File: src/rtl/memory_stage.sv
// memory_stage: data-memory access stage with request/ready handshake, load extension, store lane steering and the MEM/WB register.
module memory_stage #(
  parameter int ADDR_WIDTH = 64,
  parameter int DATA_WIDTH = 64,
  parameter int REG_ADDR_W = 5
) (
  input  logic                    i_clk,
  input  logic                    i_arst,
  input  logic                    i_valid,
  input  logic [ADDR_WIDTH-1:0]   i_pc_plus4,
  input  logic [ADDR_WIDTH-1:0]   i_pc_target,
  input  logic [DATA_WIDTH-1:0]   i_alu_result,
  input  logic [DATA_WIDTH-1:0]   i_write_data,
  input  logic [DATA_WIDTH-1:0]   i_imm_ext,
  input  logic [REG_ADDR_W-1:0]   i_rd_addr,
  input  logic [2:0]              i_result_src,
  input  logic                    i_reg_we,
  input  logic                    i_mem_re,
  input  logic                    i_mem_we,
  input  logic [2:0]              i_func3,
  output logic                    o_stall,
  output logic                    o_mem_req,
  output logic                    o_mem_we,
  output logic [ADDR_WIDTH-1:0]   o_mem_addr,
  output logic [DATA_WIDTH-1:0]   o_mem_wdata,
  output logic [DATA_WIDTH/8-1:0] o_mem_be,
  input  logic                    i_mem_ready,
  input  logic [DATA_WIDTH-1:0]   i_mem_rdata,
  output logic                    o_valid,
  output logic [ADDR_WIDTH-1:0]   o_pc_plus4,
  output logic [ADDR_WIDTH-1:0]   o_pc_target,
  output logic [DATA_WIDTH-1:0]   o_alu_result,
  output logic [DATA_WIDTH-1:0]   o_imm_ext,
  output logic [DATA_WIDTH-1:0]   o_read_data,
  output logic [REG_ADDR_W-1:0]   o_rd_addr,
  output logic [2:0]              o_result_src,
  output logic                    o_reg_we,
  output logic                    o_access_fault
);
  localparam int BW = DATA_WIDTH / 8;
  typedef enum logic {IDLE, WAIT} state_t;
  typedef struct packed {
    logic [ADDR_WIDTH-1:0] pc_plus4;
    logic [ADDR_WIDTH-1:0] pc_target;
    logic [DATA_WIDTH-1:0] alu_result;
    logic [DATA_WIDTH-1:0] write_data;
    logic [DATA_WIDTH-1:0] imm_ext;
    logic [REG_ADDR_W-1:0] rd_addr;
    logic [2:0]            result_src;
    logic [2:0]            func3;
    logic                  reg_we;
    logic                  mem_re;
    logic                  mem_we;
  } ex_t;
  typedef struct packed {
    logic                  valid;
    logic [ADDR_WIDTH-1:0] pc_plus4;
    logic [ADDR_WIDTH-1:0] pc_target;
    logic [DATA_WIDTH-1:0] alu_result;
    logic [DATA_WIDTH-1:0] read_data;
    logic [DATA_WIDTH-1:0] imm_ext;
    logic [REG_ADDR_W-1:0] rd_addr;
    logic [2:0]            result_src;
    logic                  reg_we;
    logic                  access_fault;
  } wb_t;
  state_t state_q, state_d;
  ex_t ex_q, ex_d, ex_in;
  wb_t wb_q, wb_d;
  logic idle, is_mem, bad_op, misaligned, fault, access;
  logic [1:0] in_sz, sz;
  logic [DATA_WIDTH-1:0] lane, load_data, st_data;
  logic [BW-1:0] size_mask;
  assign ex_in = {i_pc_plus4, i_pc_target, i_alu_result, i_write_data, i_imm_ext,
                  i_rd_addr, i_result_src, i_func3, i_reg_we, i_mem_re, i_mem_we};
  assign idle = state_q == IDLE;
  assign in_sz = i_func3[1:0];
  assign is_mem = i_valid & (i_mem_re | i_mem_we);
  assign bad_op = (i_mem_re & i_mem_we) | (i_mem_re & (i_func3 == 3'b111)) | (i_mem_we & i_func3[2]);
  assign misaligned = in_sz == 2'd1 ? i_alu_result[0] :
                      in_sz == 2'd2 ? |i_alu_result[1:0] :
                      in_sz == 2'd3 ? |i_alu_result[2:0] : 1'b0;
  assign fault = is_mem & (bad_op | misaligned);
  assign access = is_mem & ~fault;
  // Stall is gated by reset so every output reads 0 while it is held.
  assign o_stall = ~i_arst & (idle ? access : ~i_mem_ready);
  assign sz = ex_q.func3[1:0];
  assign lane = i_mem_rdata >> {ex_q.alu_result[2:0], 3'b000};
  assign load_data = sz == 2'd0 ? {{(DATA_WIDTH-8){~ex_q.func3[2] & lane[7]}}, lane[7:0]} :
                     sz == 2'd1 ? {{(DATA_WIDTH-16){~ex_q.func3[2] & lane[15]}}, lane[15:0]} :
                     sz == 2'd2 ? {{(DATA_WIDTH-32){~ex_q.func3[2] & lane[31]}}, lane[31:0]} : lane;
  assign st_data = sz == 2'd0 ? {(DATA_WIDTH/8){ex_q.write_data[7:0]}} :
                   sz == 2'd1 ? {(DATA_WIDTH/16){ex_q.write_data[15:0]}} :
                   sz == 2'd2 ? {(DATA_WIDTH/32){ex_q.write_data[31:0]}} : ex_q.write_data;
  assign size_mask = BW'(sz == 2'd0 ? 8'h01 : sz == 2'd1 ? 8'h03 : sz == 2'd2 ? 8'h0F : 8'hFF);
  assign o_mem_req = ~idle;
  assign o_mem_we = ~idle & ex_q.mem_we;
  assign o_mem_addr = idle ? '0 : {ex_q.alu_result[ADDR_WIDTH-1:3], 3'b000};
  assign o_mem_wdata = idle ? '0 : st_data;
  assign o_mem_be = idle ? '0 : size_mask << ex_q.alu_result[2:0];
  always_comb begin
    state_d = state_q;
    ex_d = ex_q;
    wb_d = wb_q;
    if (idle) begin
      wb_d = {i_valid & ~access, i_pc_plus4, i_pc_target, i_alu_result, {DATA_WIDTH{1'b0}},
              i_imm_ext, i_rd_addr, i_result_src, i_valid & i_reg_we & ~fault & ~access, fault};
      if (access) begin
        ex_d = ex_in;
        state_d = WAIT;
      end
    end else if (i_mem_ready) begin
      wb_d = {1'b1, ex_q.pc_plus4, ex_q.pc_target, ex_q.alu_result,
              ex_q.mem_re ? load_data : {DATA_WIDTH{1'b0}},
              ex_q.imm_ext, ex_q.rd_addr, ex_q.result_src, ex_q.reg_we, 1'b0};
      state_d = IDLE;
    end
  end
  always_ff @(posedge i_clk or posedge i_arst) begin
    if (i_arst) begin
      state_q <= IDLE;
      ex_q <= '0;
      wb_q <= '0;
    end else begin
      state_q <= state_d;
      ex_q <= ex_d;
      wb_q <= wb_d;
    end
  end
  assign o_valid = wb_q.valid;
  assign o_pc_plus4 = wb_q.pc_plus4;
  assign o_pc_target = wb_q.pc_target;
  assign o_alu_result = wb_q.alu_result;
  assign o_imm_ext = wb_q.imm_ext;
  assign o_read_data = wb_q.read_data;
  assign o_rd_addr = wb_q.rd_addr;
  assign o_result_src = wb_q.result_src;
  assign o_reg_we = wb_q.reg_we;
  assign o_access_fault = wb_q.access_fault;
endmodule

File: config.mk
export PLATFORM = sky130hd
export DESIGN_NAME = memory_stage
export DESIGN_NICKNAME = d
export VERILOG_FILES = /design/src/rtl/memory_stage.sv
export SDC_FILE = /design/constraint.sdc
export NUM_CORES = 2
export LEC_CHECK = 0
export BUFFER_PORTS_ARGS = -buffer_cell sky130_fd_sc_hd__buf_2
export CAP_MARGIN = 20
export CORE_AREA = 10 10 333 335
export DETAILED_ROUTE_END_ITERATION = 8
export DIE_AREA = 0 0 343 345
export GPL_TIMING_DRIVEN = 0
export SETUP_SLACK_MARGIN = 0.4
export SLEW_MARGIN = 40
export SYNTH_ARGS = -nofsm -noshare
export SYNTH_HDL_FRONTEND = slang
export SYNTH_SLANG_ARGS = --single-unit
File: constraint.sdc
create_clock -name i_clk -period 31.6 [get_ports i_clk]
set_clock_uncertainty 0.2 [all_clocks]
set_input_delay 6.32 -clock i_clk [delete_from_list [all_inputs] [get_ports i_clk]]
set_output_delay 6.32 -clock i_clk [all_outputs]
set_load 0.05 [all_outputs]
**Word-level counts from Yosys, hierarchy flattened**

Cells that the tools add are included.

- Bits in registers: 666
- Bits of input ports: 402
- Logic and storage cells: 82
- Output and inout bits: 470

- Reductions and logical operators: 4
- Mux-type cells: 22
- Shift operators: 2
- Bitwise gates (word level): 25
- Equal/unequal tests: 7

Operator list:

| operator | number |
|---|---|
| two-way mux 331 bit | 2 |
| two-way mux 64 bit | 9 |
| >> shifter 64 x 6 -> 64 bit | 1 |
| two-way mux 8 bit | 4 |
| AND 1 bit | 15 |
| left shift 8 x 3 -> 8 bit | 1 |
| two-way mux 1 bit | 7 |
| == test 2 bit (second input constant) | 3 |
| NOT 1 bit | 6 |
| == test 2 x 1 -> 1 bit (second input constant) | 2 |
| OR 1 bit | 4 |
| == test 3 bit (second input constant) | 1 |
| OR reduction 3 bit | 1 |
| zero test 2 bit | 1 |
| != test 2 bit (second input constant) | 1 |
| AND reduction 2 bit | 1 |
| OR reduction 2 bit | 1 |

**Logic depth before layout (Yosys ltp)**

- Depth after elaboration: 11
- Gate-level depth with buffers: 9
- Gate-level depth less buffers: 5

**Worst setup path after synthesis**

No wires, ideal clock.

- Path type: input port to output port
- Start: input port i_arst
- End: output port o_stall
- Data required time: 25.080 ns
- Path buffers: 0
- Data arrival time: 21.521 ns
- Slack: 3.559 ns
- Stages: 2
- Path through: inv_1 and2_1

- Longest elaborated chain between the ends: 2

RTL lines:

| what | RTL line | source |
|---|---|---|
| start: declaration | 8 | `input logic i_arst,` |
| NOT 1 bit | 86 | `assign o_stall = ~i_arst & (idle ? access : ~i_mem_ready);` |
| AND 1 bit | 86 |  |
| end: declaration | 21 | `output logic o_stall,` |

No other way between the ends.

**Worst setup path after layout**

Same ends and word-level chain as after synthesis.

==> flow_metrics.env <==
export IMPL_power_density_nw_per_um2=76.3
export IMPL_worst_r2r_cell_count=7
export IMPL_timing_critical_path_to="o_stall"
export IMPL_net_switching_power_figure_uw=1110
export IMPL_residual_overflow_from_global_routing=0
export IMPL_gp_congestion=0.941
export IMPL_sequential_share_of_the_synthesized_area_pct=55.0
export IMPL_ff2ff_setup_slack_ns=28.18
export IMPL_viasPerCell=5.03
export IMPL_die_height_um=345
export IMPL_cts_buffers_inserted=78
export IMPL_placed_cells=4861
export IMPL_place_area_um2=36700
export IMPL_criticalPathCategory="in -> out"
export IMPL_cts_root_buf="sky130_fd_sc_hd__clkbuf_16"
export IMPL_post_synth_top_count_cell="sky130_fd_sc_hd__dfrtp_1"
export IMPL_wirelength_mm=129
export IMPL_placement_io_buffers=867
export IMPL_via_count_of_the_first_global_routing_pass=25708
export IMPL_layout_cell_area_non_filler_um2=39400
export IMPL_dp_hpwl_mm=101
export IMPL_cellInternalPower_uw=1890
export IMPL_power_share_sequential_pct=38.0
export IMPL_num_vias=25275
export IMPL_drv_cap=0
export IMPL_slew_violations=0
export IMPL_final_min_period_over_clock_period_pct=49.0
export IMPL_critical_path_arrival_ns=8.95
export IMPL_fp_dieW_um=343
export IMPL_grt_max_degree=76
export IMPL_postSynthRegisterBits=666
export IMPL_groute_layer_met2_usage_pct=33.6
export IMPL_drt_drc_violations_left=0
export IMPL_post_synth_edffs=0
export IMPL_grt_util_met3_pct=6.73
export IMPL_cts_htree_levels=3
export IMPL_report_final_hold_viol_count=0
export IMPL_timing_critical_path_fanout_max=75
export IMPL_insertion_delay_ns=0.65
export IMPL_swShare_pct=37.0
export IMPL_tightest_slew_ns=0.930
export IMPL_synthesis_area_per_instance_um2=11.7
export IMPL_r2r_start="o_mem_req"
export IMPL_post_cts_resized=0
export IMPL_ys_warn_count=0
export IMPL_cts_hold_repair_buffers=0
export IMPL_tritoncts="yes"
export IMPL_num_nets_final=3952
export IMPL_power_combinational_fraction_pct=31.0
export IMPL_layout_core_utilization_pct=37.8
export IMPL_cts_num_sinks=666
export IMPL_area_growth_pct=30.2
export IMPL_fraction_of_final_layout_cells_with_drive_strength_greater_than_1_pct=40.1
export IMPL_cts_reportedPaths_clkPinSlew_ns=0.06
export IMPL_worst_setup_path_start_kind="input pin"
export IMPL_drtAntennaViolNets=0
export IMPL_leakage_uw=0.0189
export IMPL_gr_max_usage_layer="met2"
export IMPL_synth_async_sr_flop_share_pct=100
export IMPL_grt_pass1_wl_mm=183
export IMPL_finalSetupViolations=0
export IMPL_crit_path_start="i_arst"
export IMPL_synthCells=2590
export IMPL_dominantRegCellSynth="sky130_fd_sc_hd__dfrtp_1"
export IMPL_ys_types=50
export IMPL_outcome="complete, no violations"
export IMPL_min_path_type="reg -> reg"
export IMPL_synth_largest_area_cell="sky130_fd_sc_hd__dfrtp_1"
export IMPL_setup_worst_path_end_class="output pin"
export IMPL_instances_no_fill=5029
export IMPL_grt_setup_unrepaired="false"
export IMPL_clk_path_buf_depth=3
export IMPL_synthesis_area_um2=30300
export IMPL_die_area_um2=118000
export IMPL_max_clock_freq_mhz=64.6
export IMPL_worst_ep_required_time_ns=25.08
export IMPL_synth_top_cell_area_share_pct=55.0
export IMPL_avgRoutedWirePerCell_um=25.6
export IMPL_yosys_top_cells_area="sky130_fd_sc_hd__dfrtp_1, sky130_fd_sc_hd__mux2_2, sky130_fd_sc_hd__mux2i_1"
export IMPL_vdd_ir_drop_worst_v=0.0000462
export IMPL_crit_reg2reg_capture="ex_q[265]"
export IMPL_postCtsSetupBuffers=0
export IMPL_max_slew_margin_rel_pct=38.0
export IMPL_starting_utilization_of_the_core_area_pct=29.0
export IMPL_pin_count=872
export IMPL_grt_antenna_before_repair=53
export IMPL_std_cell_rows=119
export IMPL_grtUsageTotal_pct=20.8
export IMPL_fill_cell_instance_count_of_the_final_layout=10372
export IMPL_netlist_top_cells_count="sky130_fd_sc_hd__dfrtp_1, sky130_fd_sc_hd__mux2i_1, sky130_fd_sc_hd__mux2_2"
export IMPL_drtIter0Drc=2128
export IMPL_pwr_share_clk_pct=31.0
export IMPL_min_period_ns=15.47
export IMPL_grt_util_met1_pct=26.3
export IMPL_drtPass1Iterations=6
export IMPL_fp_coreArea_um2=104000
layout make-up:
type	instances	area, um2	area share (%)
sequential	666	16700	42.3
multi-input combinational	1710	12700	32.3
timing repair buffer	878	4620	11.7
clock buffer	117	2320	5.89
tap	1391	1740	4.41
buffer	200	886	2.25
clock inverter	25	335	0.851
inverter	16	67.6	0.171
antenna	26	65.1	0.165
power groups by stage:
| stage | clock network, uW | logic [uW] | registers [uW] |
|---|---|---|---|
| after floorplan | 0 | 477 | 1300 |
| after global placement | 0 | 913 | 1150 |
| after detailed placement | 0 | 929 | 1160 |
| after CTS | 956 | 930 | 1140 |
| after global routing | 990 | 986 | 1160 |
| final | 933 | 933 | 1140 |
metal layers:
metal / share of wire (%) / routed length [um]
met1: 41 / 52500
met2: 47 / 60700
met3: 9.1 / 11700
met4: 2.6 / 3370
met5: 0.21 / 275
worst max-delay path, stage by stage:
cell	delay, ns
sky130_fd_sc_hd__buf_2	0.13
sky130_fd_sc_hd__inv_8	0.37
sky130_fd_sc_hd__buf_16	0.36
sky130_fd_sc_hd__buf_16	0.38
sky130_fd_sc_hd__buf_16	0.37
sky130_fd_sc_hd__buf_16	0.33
sky130_fd_sc_hd__and2_1	0.19
sky130_fd_sc_hd__buf_2	0.26
stage by stage:
stage / setup TNS (ns) / hold WS [ns] / total power (uW) / worst slack (ns)
global route: 0 / 0.303 / 3140 / 15.81
detailed placement: 0 / 0.276 / 2080 / 16.04
finish: 0 / 0.282 / 3010 / 16.13
floorplan: 0 / 0.273 / 1770 / 3.56
global placement: -1256.69 / 0.263 / 2070 / -2.87
CTS: 0 / 0.289 / 3030 / 16.04
worst min-delay path by stage:
stage	slack [ns]	from	endpoint	depth (start not counted)
floorplan	0.27	ex_q[0]	ex_q[0]	1
global placement	0.26	o_read_data[6]	o_read_data[6]	2
detailed placement	0.28	o_read_data[6]	o_read_data[6]	2
CTS	0.29	o_read_data[6]	o_read_data[6]	2
global route	0.30	o_read_data[0]	o_read_data[0]	2
finish	0.28	o_read_data[0]	o_read_data[0]	2
flip-flops by register name, summed over array words and instances, names as in the netlist, 3 cells and up:
signal,flops
o_pc_plus4,64
o_read_data,64
o_alu_result,64
ex_q,334
o_rd_addr,5
o_imm_ext,64
o_result_src,3
o_pc_target,64
cells by family after synthesis:
family / share of synthesized area (%)
AOI/OAI and AO/OA: 9.96
buffers and inverters: 3.02
DFF: 55.0
muxes: 24.7
other: 0.0124
and+or+nand+nor: 7.30
cell usage in the layout, fill, tap and decap left out, types with 6 or more instances in the layout:
cell	count
sky130_fd_sc_hd__a211oi_1	28
sky130_fd_sc_hd__a21boi_0	15
sky130_fd_sc_hd__a21oi_1	316
sky130_fd_sc_hd__a21oi_2	6
sky130_fd_sc_hd__a221o_1	18
sky130_fd_sc_hd__a22o_1	23
sky130_fd_sc_hd__and2_1	72
sky130_fd_sc_hd__buf_1	30
sky130_fd_sc_hd__buf_16	10
sky130_fd_sc_hd__buf_2	919
sky130_fd_sc_hd__buf_4	7
sky130_fd_sc_hd__clkbuf_1	109
sky130_fd_sc_hd__clkbuf_16	81
sky130_fd_sc_hd__clkbuf_2	20
sky130_fd_sc_hd__clkbuf_8	16
sky130_fd_sc_hd__clkinv_2	10
sky130_fd_sc_hd__dfrtp_1	666
sky130_fd_sc_hd__diode_2	26
sky130_fd_sc_hd__inv_1	13
sky130_fd_sc_hd__mux2_2	337
sky130_fd_sc_hd__mux2i_1	338
sky130_fd_sc_hd__mux4_2	13
sky130_fd_sc_hd__nand2_1	106
sky130_fd_sc_hd__nor2_1	298
sky130_fd_sc_hd__nor2b_1	18
sky130_fd_sc_hd__o21ai_0	53
sky130_fd_sc_hd__o221ai_1	8
sky130_fd_sc_hd__o22ai_1	8
Note: power is estimated with default switching activity, not from simulation.
